**src/rtl/mem_access_sequencer.sv**
```systemverilog
// mem_access_sequencer
// Bridges the datapath's memory stage to a word-wide, byte-enabled bus with
// a req/ack handshake. Each load or store becomes one or two aligned beats.
// Store data is steered onto its byte lanes, and load data is extracted and
// sign- or zero-extended. The datapath is stalled until the access finishes.
//
// Ports:
//   clk, rst     rising-edge clock, synchronous active-high reset
//   cmd_valid    memory instruction present; held by the datapath until done
//   MemRW        1 = store, 0 = load
//   RWType       funct3: 000 B, 001 H, 010 W, 100 BU, 101 HU
//   addr, wdata  byte address and right-justified store data
//   stall        combinational; high while cmd_valid and the access is not in DONE
//   done, fault  one-cycle completion pulse, plus the error flag that goes with it
//   rdata        extended load result, meaningful while done on a load
//   bus_*        registered beat request towards memory; bus_ack/bus_rdata back
module mem_access_sequencer #(
    parameter bit ALLOW_MISALIGNED = 1'b1
) (
    input  logic        clk,
    input  logic        rst,
    input  logic        cmd_valid,
    input  logic        MemRW,
    input  logic [2:0]  RWType,
    input  logic [31:0] addr,
    input  logic [31:0] wdata,
    output logic        stall,
    output logic        done,
    output logic [31:0] rdata,
    output logic        fault,
    output logic        bus_req,
    output logic        bus_we,
    output logic [31:0] bus_addr,
    output logic [3:0]  bus_be,
    output logic [31:0] bus_wdata,
    input  logic        bus_ack,
    input  logic [31:0] bus_rdata
);

    typedef enum logic [1:0] {IDLE, BEAT0, BEAT1, DONE} state_t;

    state_t      state_q, state_d;
    logic        is_store_q, is_store_d;
    logic [2:0]  rw_type_q, rw_type_d;
    logic [1:0]  off_q, off_d;
    logic        two_beat_q, two_beat_d;
    logic [3:0]  be_hi_q, be_hi_d;
    logic [31:0] wdata_hi_q, wdata_hi_d;
    logic [31:0] lo_q, lo_d;

    logic        done_q, done_d;
    logic        fault_q, fault_d;
    logic [31:0] rdata_q, rdata_d;
    logic        bus_req_q, bus_req_d;
    logic        bus_we_q, bus_we_d;
    logic [31:0] bus_addr_q, bus_addr_d;
    logic [3:0]  bus_be_q, bus_be_d;
    logic [31:0] bus_wdata_q, bus_wdata_d;

    logic [1:0]  cmd_off;
    logic [3:0]  cmd_mask;
    logic [7:0]  cmd_be8;
    logic [63:0] cmd_wd64;
    logic        cmd_illegal;
    logic        cmd_misaligned;
    logic [63:0] beat_pair;
    logic [31:0] ext_word;
    logic [31:0] load_result;
    logic        complete;

    // Decode the live command inputs. The byte mask and the store data are
    // shifted across an 8-lane / 64-bit window so that the upper half
    // directly becomes the second beat whenever the access spills over a
    // word boundary. Unsigned types are meaningless for stores, so those
    // codes fault as well.
    always_comb begin
        cmd_off  = addr[1:0];
        case (RWType[1:0])
            2'b00:   cmd_mask = 4'b0001;
            2'b01:   cmd_mask = 4'b0011;
            default: cmd_mask = 4'b1111;
        endcase
        cmd_be8        = {4'b0000, cmd_mask} << cmd_off;
        cmd_wd64       = {32'h0, wdata} << {cmd_off, 3'b000};
        cmd_illegal    = (RWType == 3'b011) || (RWType[2:1] == 2'b11) || (MemRW && RWType[2]);
        cmd_misaligned = ((RWType[1:0] == 2'b01) && cmd_off[0]) ||
                         ((RWType[1:0] == 2'b10) && (cmd_off != 2'b00));
    end

    // Build the load result from the word(s) returned by the bus. On the
    // final ack the last word is still only on bus_rdata, so it is used
    // directly instead of waiting for a capture register.
    always_comb begin
        beat_pair = (state_q == BEAT1) ? {bus_rdata, lo_q} : {32'h0, bus_rdata};
        ext_word  = 32'(beat_pair >> {off_q, 3'b000});
        case (rw_type_q)
            3'b000:  load_result = {{24{ext_word[7]}}, ext_word[7:0]};
            3'b001:  load_result = {{16{ext_word[15]}}, ext_word[15:0]};
            3'b100:  load_result = {24'h0, ext_word[7:0]};
            3'b101:  load_result = {16'h0, ext_word[15:0]};
            default: load_result = ext_word;
        endcase
    end

    // Sequencer next-state and registered-output logic. The bus fields for
    // the next beat are prepared one edge early so everything presented to
    // the bus comes straight from flops. Finishing a beat sequence is
    // funnelled through 'complete' so both beat states share one exit path.
    always_comb begin
        state_d     = state_q;
        is_store_d  = is_store_q;
        rw_type_d   = rw_type_q;
        off_d       = off_q;
        two_beat_d  = two_beat_q;
        be_hi_d     = be_hi_q;
        wdata_hi_d  = wdata_hi_q;
        lo_d        = lo_q;
        done_d      = 1'b0;
        fault_d     = 1'b0;
        rdata_d     = rdata_q;
        bus_req_d   = bus_req_q;
        bus_we_d    = bus_we_q;
        bus_addr_d  = bus_addr_q;
        bus_be_d    = bus_be_q;
        bus_wdata_d = bus_wdata_q;
        complete    = 1'b0;

        case (state_q)
            IDLE: begin
                if (cmd_valid) begin
                    is_store_d = MemRW;
                    rw_type_d  = RWType;
                    off_d      = cmd_off;
                    two_beat_d = |cmd_be8[7:4];
                    be_hi_d    = cmd_be8[7:4];
                    wdata_hi_d = cmd_wd64[63:32];
                    lo_d       = 32'h0;
                    if (cmd_illegal || (cmd_misaligned && !ALLOW_MISALIGNED)) begin
                        state_d = DONE;
                        done_d  = 1'b1;
                        fault_d = 1'b1;
                        rdata_d = 32'h0;
                    end else begin
                        state_d     = BEAT0;
                        bus_req_d   = 1'b1;
                        bus_we_d    = MemRW;
                        bus_addr_d  = {addr[31:2], 2'b00};
                        bus_be_d    = cmd_be8[3:0];
                        bus_wdata_d = cmd_wd64[31:0];
                    end
                end
            end
            BEAT0: begin
                if (bus_ack) begin
                    lo_d = bus_rdata;
                    if (two_beat_q) begin
                        state_d     = BEAT1;
                        bus_addr_d  = bus_addr_q + 32'd4;
                        bus_be_d    = be_hi_q;
                        bus_wdata_d = wdata_hi_q;
                    end else begin
                        complete = 1'b1;
                    end
                end
            end
            BEAT1: begin
                if (bus_ack) begin
                    complete = 1'b1;
                end
            end
            DONE: begin
                state_d = IDLE;
            end
            default: begin
                state_d = IDLE;
            end
        endcase

        if (complete) begin
            state_d     = DONE;
            done_d      = 1'b1;
            rdata_d     = is_store_q ? 32'h0 : load_result;
            bus_req_d   = 1'b0;
            bus_we_d    = 1'b0;
            bus_be_d    = 4'b0000;
            bus_wdata_d = 32'h0;
        end
    end

    // State and output registers. Reset clears everything, which also drops
    // an in-flight request; a late ack then lands in IDLE and is ignored.
    always_ff @(posedge clk) begin
        if (rst) begin
            state_q     <= IDLE;
            is_store_q  <= 1'b0;
            rw_type_q   <= 3'b000;
            off_q       <= 2'b00;
            two_beat_q  <= 1'b0;
            be_hi_q     <= 4'b0000;
            wdata_hi_q  <= 32'h0;
            lo_q        <= 32'h0;
            done_q      <= 1'b0;
            fault_q     <= 1'b0;
            rdata_q     <= 32'h0;
            bus_req_q   <= 1'b0;
            bus_we_q    <= 1'b0;
            bus_addr_q  <= 32'h0;
            bus_be_q    <= 4'b0000;
            bus_wdata_q <= 32'h0;
        end else begin
            state_q     <= state_d;
            is_store_q  <= is_store_d;
            rw_type_q   <= rw_type_d;
            off_q       <= off_d;
            two_beat_q  <= two_beat_d;
            be_hi_q     <= be_hi_d;
            wdata_hi_q  <= wdata_hi_d;
            lo_q        <= lo_d;
            done_q      <= done_d;
            fault_q     <= fault_d;
            rdata_q     <= rdata_d;
            bus_req_q   <= bus_req_d;
            bus_we_q    <= bus_we_d;
            bus_addr_q  <= bus_addr_d;
            bus_be_q    <= bus_be_d;
            bus_wdata_q <= bus_wdata_d;
        end
    end

    assign stall     = cmd_valid && (state_q != DONE);
    assign done      = done_q;
    assign fault     = fault_q;
    assign rdata     = rdata_q;
    assign bus_req   = bus_req_q;
    assign bus_we    = bus_we_q;
    assign bus_addr  = bus_addr_q;
    assign bus_be    = bus_be_q;
    assign bus_wdata = bus_wdata_q;

endmodule
```
**config.mk**
```make
export PLATFORM = sky130hd
export DESIGN_NAME = mem_access_sequencer
export DESIGN_NICKNAME = d
export VERILOG_FILES = /design/src/rtl/mem_access_sequencer.sv
export SDC_FILE = /design/constraint.sdc
export NUM_CORES = 1
export LEC_CHECK = 0
export ABC_AREA = 1
export CORE_ASPECT_RATIO = 1.25
export CORE_UTILIZATION = 25
export CTS_CLUSTER_SIZE = 24
export DETAILED_ROUTE_END_ITERATION = 16
export PLACE_DENSITY = 0.58
export RECOVER_POWER = 25
export SYNTH_ARGS = -nofsm -noshare
export SYNTH_HDL_FRONTEND = slang
export SYNTH_SLANG_ARGS = --single-unit
```
**constraint.sdc**
```tcl
create_clock -name clk -period 1.7 [get_ports clk]
set_input_delay 0.34 -clock clk [delete_from_list [all_inputs] [get_ports clk]]
set_output_delay 0.34 -clock clk [all_outputs]
set_load 0.005 [all_outputs]
```
Word-level counts from Yosys, hierarchy flattened
Index checks and enable logic that the tools add are counted.
Widths: inputs -> output; s select.
{"block": "totals", "romBits": 0, "reg_bits": 181, "memories": 0, "latch_bits": 0, "ram_bits": 0, "elab_cells": 98}
{"block": "op_classes", "muxes": 40, "multipliers": 0, "shift": 3, "magnitude_cmp": 0, "n_bitwise": 1, "n_reduce_logical": 20, "n_addsub": 1, "div_mod_pow": 0, "n_eq_ne": 17}
{"op": "$mux 32", "count": 15}
{"op": "$pmux 32 s2", "count": 3}
{"op": "$pmux 32 s4", "count": 1}
{"op": "$mux 64", "count": 1}
{"op": "$shl 32x5->64", "count": 1}
{"op": "$shr 64x5->32", "count": 1}
{"op": "$add 32x3->32 const B", "count": 1}
{"op": "$mux 4", "count": 4}
{"op": "$pmux 4 s2", "count": 2}
{"op": "$mux 2", "count": 5}
{"op": "$ne 2x2->1 const B", "count": 5}
{"op": "$ne 3x3->1 const B", "count": 3}
{"op": "$reduce_and 3->1", "count": 3}
{"op": "$reduce_bool 2->1", "count": 4}
{"op": "$shl 4x2->8", "count": 1}
{"op": "$mux 1", "count": 7}
{"op": "$eq 2x2->1 const B", "count": 3}
{"op": "$eq 3x3->1 const B", "count": 2}
{"op": "$pmux 2 s3", "count": 1}
{"op": "$reduce_and 5->1", "count": 1}
{"op": "$eq 2x1->1 const B", "count": 2}
{"op": "$logic_not 2->1", "count": 2}
{"op": "$reduce_and 4->1", "count": 1}
{"op": "$reduce_bool 4->1", "count": 1}
{"op": "10 further kinds", "count": 12}

Longest topological paths before layout
{"block": "logic_depth", "word_depth": 7, "ltp_mapped": 13}

Worst setup path after synthesis
OpenSTA, ideal clock, no wires.
{"block": "synth_path", "path_kind": "register to register", "from": "reg state_q[1]", "to": "reg bus_addr_q[10] (netlist: bus_addr[10])", "setup_slack_ps": -42, "path_buffers": 3, "synth_period_minus_slack_ps": 1742, "stages_incl_launch_ff": 11, "arrival_time_ps": 1628, "cell_sequence": "dfxtp_1 > inv_1 > ha_1 > buf_4 > nor2_2 > nor2_8 > nand3b_2 > buf_6 > buf_2 > a21oi_1 > o21a_1"}
{"block": "synth_between", "elab_chain_cells": 3, "word_cells_on_any_way": 9}
{"item": "start: declaration", "line_no": "42", "rtl": "state_t state_q, state_d;"}
{"item": "start signal: assignment", "line_no": "211", "rtl": "state_q <= state_d;"}
{"item": "$eq 2x1->1 or $logic_not 2->1 (tied branches)", "line_no": "128", "rtl": "case (state_q)"}
{"item": "$ne 2x2->1 (no line) or $reduce_bool 2->1 (tied branches)"}
{"item": "$reduce_and 5->1 (no line)"}
{"item": "end signal: assignment", "line_no": "224", "rtl": "bus_addr_q <= bus_addr_d;"}
{"item": "end: declaration", "line_no": "56", "rtl": "logic [31:0] bus_addr_q, bus_addr_d;"}
Several ways; a longest one is shown, not always the timed one.
A chain may end at the register's enable or synchronous reset.

Worst setup path after layout
{"block": "layout_path", "from": "reg state_q[0]", "to": "reg rdata_q[21] (netlist: rdata[21])"}
{"block": "layout_between", "elab_chain_cells": 6, "word_cells_on_any_way": 13}
{"item": "$eq 2x2->1", "line_no": "94, 128"}
{"item": "$mux 64", "line_no": "94", "rtl": "beat_pair = (state_q == BEAT1) ? {bus_rdata, lo_q} : {32'h0, bus_rdata};"}
{"item": "$shr 64x5->32", "line_no": "95", "rtl": "ext_word = 32'(beat_pair >> {off_q, 3'b000});"}
{"item": "$pmux 32 s4", "line_no": "96", "rtl": "case (rw_type_q)"}
{"item": "$mux 32", "line_no": "182", "rtl": "rdata_d = is_store_q ? 32'h0 : load_result;"}
{"item": "$mux 32", "line_no": "179", "rtl": "if (complete) begin"}
{"item": "end signal: assignment", "line_no": "221", "rtl": "rdata_q <= rdata_d;"}
{"item": "end: declaration", "line_no": "53", "rtl": "logic [31:0] rdata_q, rdata_d;"}
Several ways; a longest one is shown, not always the timed one.

==> results.yml <==
synthesis:
  synth_area_leaders: "dfxtp_1, nand2_1, a21oi_1, nand3_1, nor2_1"
  syn_area_sq_mm: 0.00977
  ys_dominant_reg_cell: "dfxtp_1"
  synth.most_common_cell: "nand2_1"
  synth-edff-count: 0
  yosysWarnings: 0
  yosys-top-cells-count: "nand2_1, dfxtp_1, a21oi_1, nand3_1, nor2_1"
  synth_top_area_share_pct: 34.8
  yosys.area.top_type: "dfxtp_1"
  synth_seq_cells: 170
  synthArstFlopShare_pct: 0
  synth_cells: 1551
  ys_seq_area_share_pct: 34.8
  synth_cell_types: 43
  syn-mean-instance-area_sq_um: 6.30
sta:
  drv_slew: 0
  fin_ws_ns: -0.113
  fin_crit_sh_pct: 107
  fin_skew_ns: 0.0139
  setup_violations: 101
  rsz0062_at_grt: "yes"
  clock.fmax_mhz: 552
  whs_ns: 0.332
  finalHoldViolCount: 0
  layout_min_cycle_time_ns: 1.81
placed_design:
  place.port_buffers: 206
  dpl.hpwl_mm: 27.1
  preCtsSetupSlack_ns: -0.439
  gp_congestion: 0.908
outcome:
  violations: "negative setup slack"
  status: "finished with violations"
global_route:
  grtUsageTotal_pct: 19.8
  grt_pass1_wl_mm: 61.0
  overflow: 0
  antenna_found_initial: 0
  grt_max_degree: 71
  grt_pass1_vias: 11100
clocking:
  clk_pin_slew_worst_paths_ns: 0.09
  htree_num_levels: 4
  worstSkewPairLatency_ns: 0.48
  ctsRootBufferMaster: "clkbuf_16"
  cts_buffers: 17
  cts_sinks: 170
  cts_tree: "yes"
  cts_buffer_depth: 2
  cts.hold.buffers_added: 0
worst_hold_path:
  hp-class: "in2reg"
  hp-start: "rst"
  hold_depth: 3
floorplan:
  coreArea_sq_mm: 0.0383
  dieArea_sq_mm: 0.0399
  initial_core_util_pct: 25.5
  fp.dieH_microns: 223
  num_rows: 80
  die_w_microns: 179
  pin_count: 209
setup_path:
  worstSetupPathType: "reg2reg"
  reg2reg_depth: 12
  cp.required_ns: 2.10
  crit_path_start: "state_q[0]"
  worstPathArrival_ns: 2.21
  slowest_delay_ns: 0.38
  crit_fanout: 8
  path_cells: "buf_6, ha_4, inv_4, nor2_4, nor2_4, buf_6, nor3_4, buf_12, nand2_8, a21oi_4, nand2_2, a21oi_2"
  end_kind: "register"
  r2r_start: "state_q[0]"
  cp_slowest_cell: "dfxtp_4"
  start_kind: "register"
route:
  route.detailed.drc: 0
  vias_per_cell: 4.93
  drt_wl_total_mm: 40.5
  drt_iter0_markers: 731
  ant_nets: 0
  wl_per_cell_microns: 17.1
  drt_pass1_iterations: 5
  vias: 11700
layout:
  area_delta_synth_final_pct: 59.2
  drive_gt1_share_pct: 24.8
  nFillCells: 3910
  diodes: 0
  fin_util_pct: 40.6
  final_nets: 1969
pwr:
  finalPower_mw: 22.3
  p_leak_nw: 6.42
  peakVddDrop_mv: 0.907
  power.density_mw_per_mm2: 1430
flow_run:
  maxCapViolCount: 0
## layout make-up
class	instances	area, sq um	share of cell area [%]
Inverter	85	347	2.23
Timing Repair Buffer	391	4140	26.6
Tap cell	492	616	3.96
Multi-Input combinational cell	1195	6310	40.6
Clock inverter	15	214	1.38
Clock buffer	17	425	2.74
Sequential cell	170	3500	22.5
## kinds of logic (layout without fill, tap and decap cells)
kind of cell | after synthesis | count (layout) | share of synthesized area (%)
xor+xnor | 2 | 2 | 0.179
simple gates | 863 | 865 | 36.5
other cells | 1 | 2 | 0.0384
flops | 170 | 170 | 34.8
compound gates | 313 | 313 | 18.2
buf+inv | 189 | 508 | 8.80
mux | 8 | 8 | 0.820
fa+ha+maj | 5 | 5 | 0.640
## power breakdown
group | switching (mW) | internal (mW) | total [mW]
Combinational | 6.76 | 5.76 | 12.5
Clock | 2.17 | 2.04 | 4.21
Sequential | 0.599 | 4.93 | 5.52
Total | 9.53 | 12.7 | 22.3
## final timing paths
path	slack, ns	to
max	-0.11	rdata[21]
min	0.33	wdata_hi_q[13]
max reg2reg	-0.11	rdata[21]
min reg2reg	0.46	lo_q[2]
## per-layer routing
| metal | GRT usage [%] | wire length [microns] | up-vias | part of all wire [%] |
|---|---|---|---|---|
| met1 | 23.1 | 16500 | 5478 | 41 |
| met5 | 0 | 0 | - | 0 |
| met2 | 35.8 | 21100 | 383 | 52 |
| li1 | - | - | 5727 | - |
| met4 | 7.79 | 1170 | 0 | 2.9 |
| met3 | 2.81 | 1780 | 68 | 4.4 |
## registers in the layout, summed over array words and instances (netlist names), 2 cells and up
register	flops
be_hi_q	3
rdata	32
bus_addr	30
rw_type_q	3
off_q	2
lo_q	32
state_q	2
bus_wdata	32
wdata_hi_q	24
bus_be	4
## placed cells by master (no fill, tap or decap), types with 8 or more instances in the layout
cell type        netlist  layout
dlygate4sd2_1          0      50
dfxtp_4                0      15
dfxtp_2                0      34
or2_2                 10      10
inv_1                 77      72
o221a_2                8       8
dfxtp_1              170     121
buf_16                 0       9
a21oi_2                0      33
nand2_1              544     477
buf_4                 11     122
nand3_2                0      18
buf_6                  8      17
nor2_2                 6       8
o211ai_1               8       8
clkdlybuf4s25_1        0      11
clkbuf_16              0      23
o21ai_0               79      64
o21ai_1                3      16
clkinv_8               0       9
nor2_1               130     119
mux2i_1                8       8
clkdlybuf4s50_1        0     136
buf_12                 0      25
o22ai_1               11      11
a22oi_1                8       8
a21oi_1              162     125
nand2_2                3      50
nand2_4                0      18
a2bb2oi_1              8       8
nor2_4                 1      10
nand3_1              150     129
## metrics by stage
stage / std cells / instance area, sq um / TNS, ns
finish: 2365 / 15600 / -4.77
global route: 2365 / 15600 / -15.27
CTS: 2355 / 15000 / -3.30
detailed placement: 2273 / 13100 / -38.60
global placement: 2273 / 13100 / -35.06
floorplan: 1552 / 9780 / 0
## critical path: cells and delay by family, from the launching register on
kind	cells	cell delay, ns
AO/OA/AOI/OAI	2	0.29
adder cells (fa/ha/maj)	1	0.15
buffers and inverters	4	0.42
flip-flops	1	0.38
AND/OR/NAND/NOR	5	0.49
## timing repair
action / in CTS / in global routing
pin swaps: 46 / 47
setup buffers: 36 / 6
endpoints found under the setup margin: 206 / 173
gates cloned: 14 / 7
gates resized for setup: 278 / 134
No activity file was read; power rests on OpenSTA's default activity.
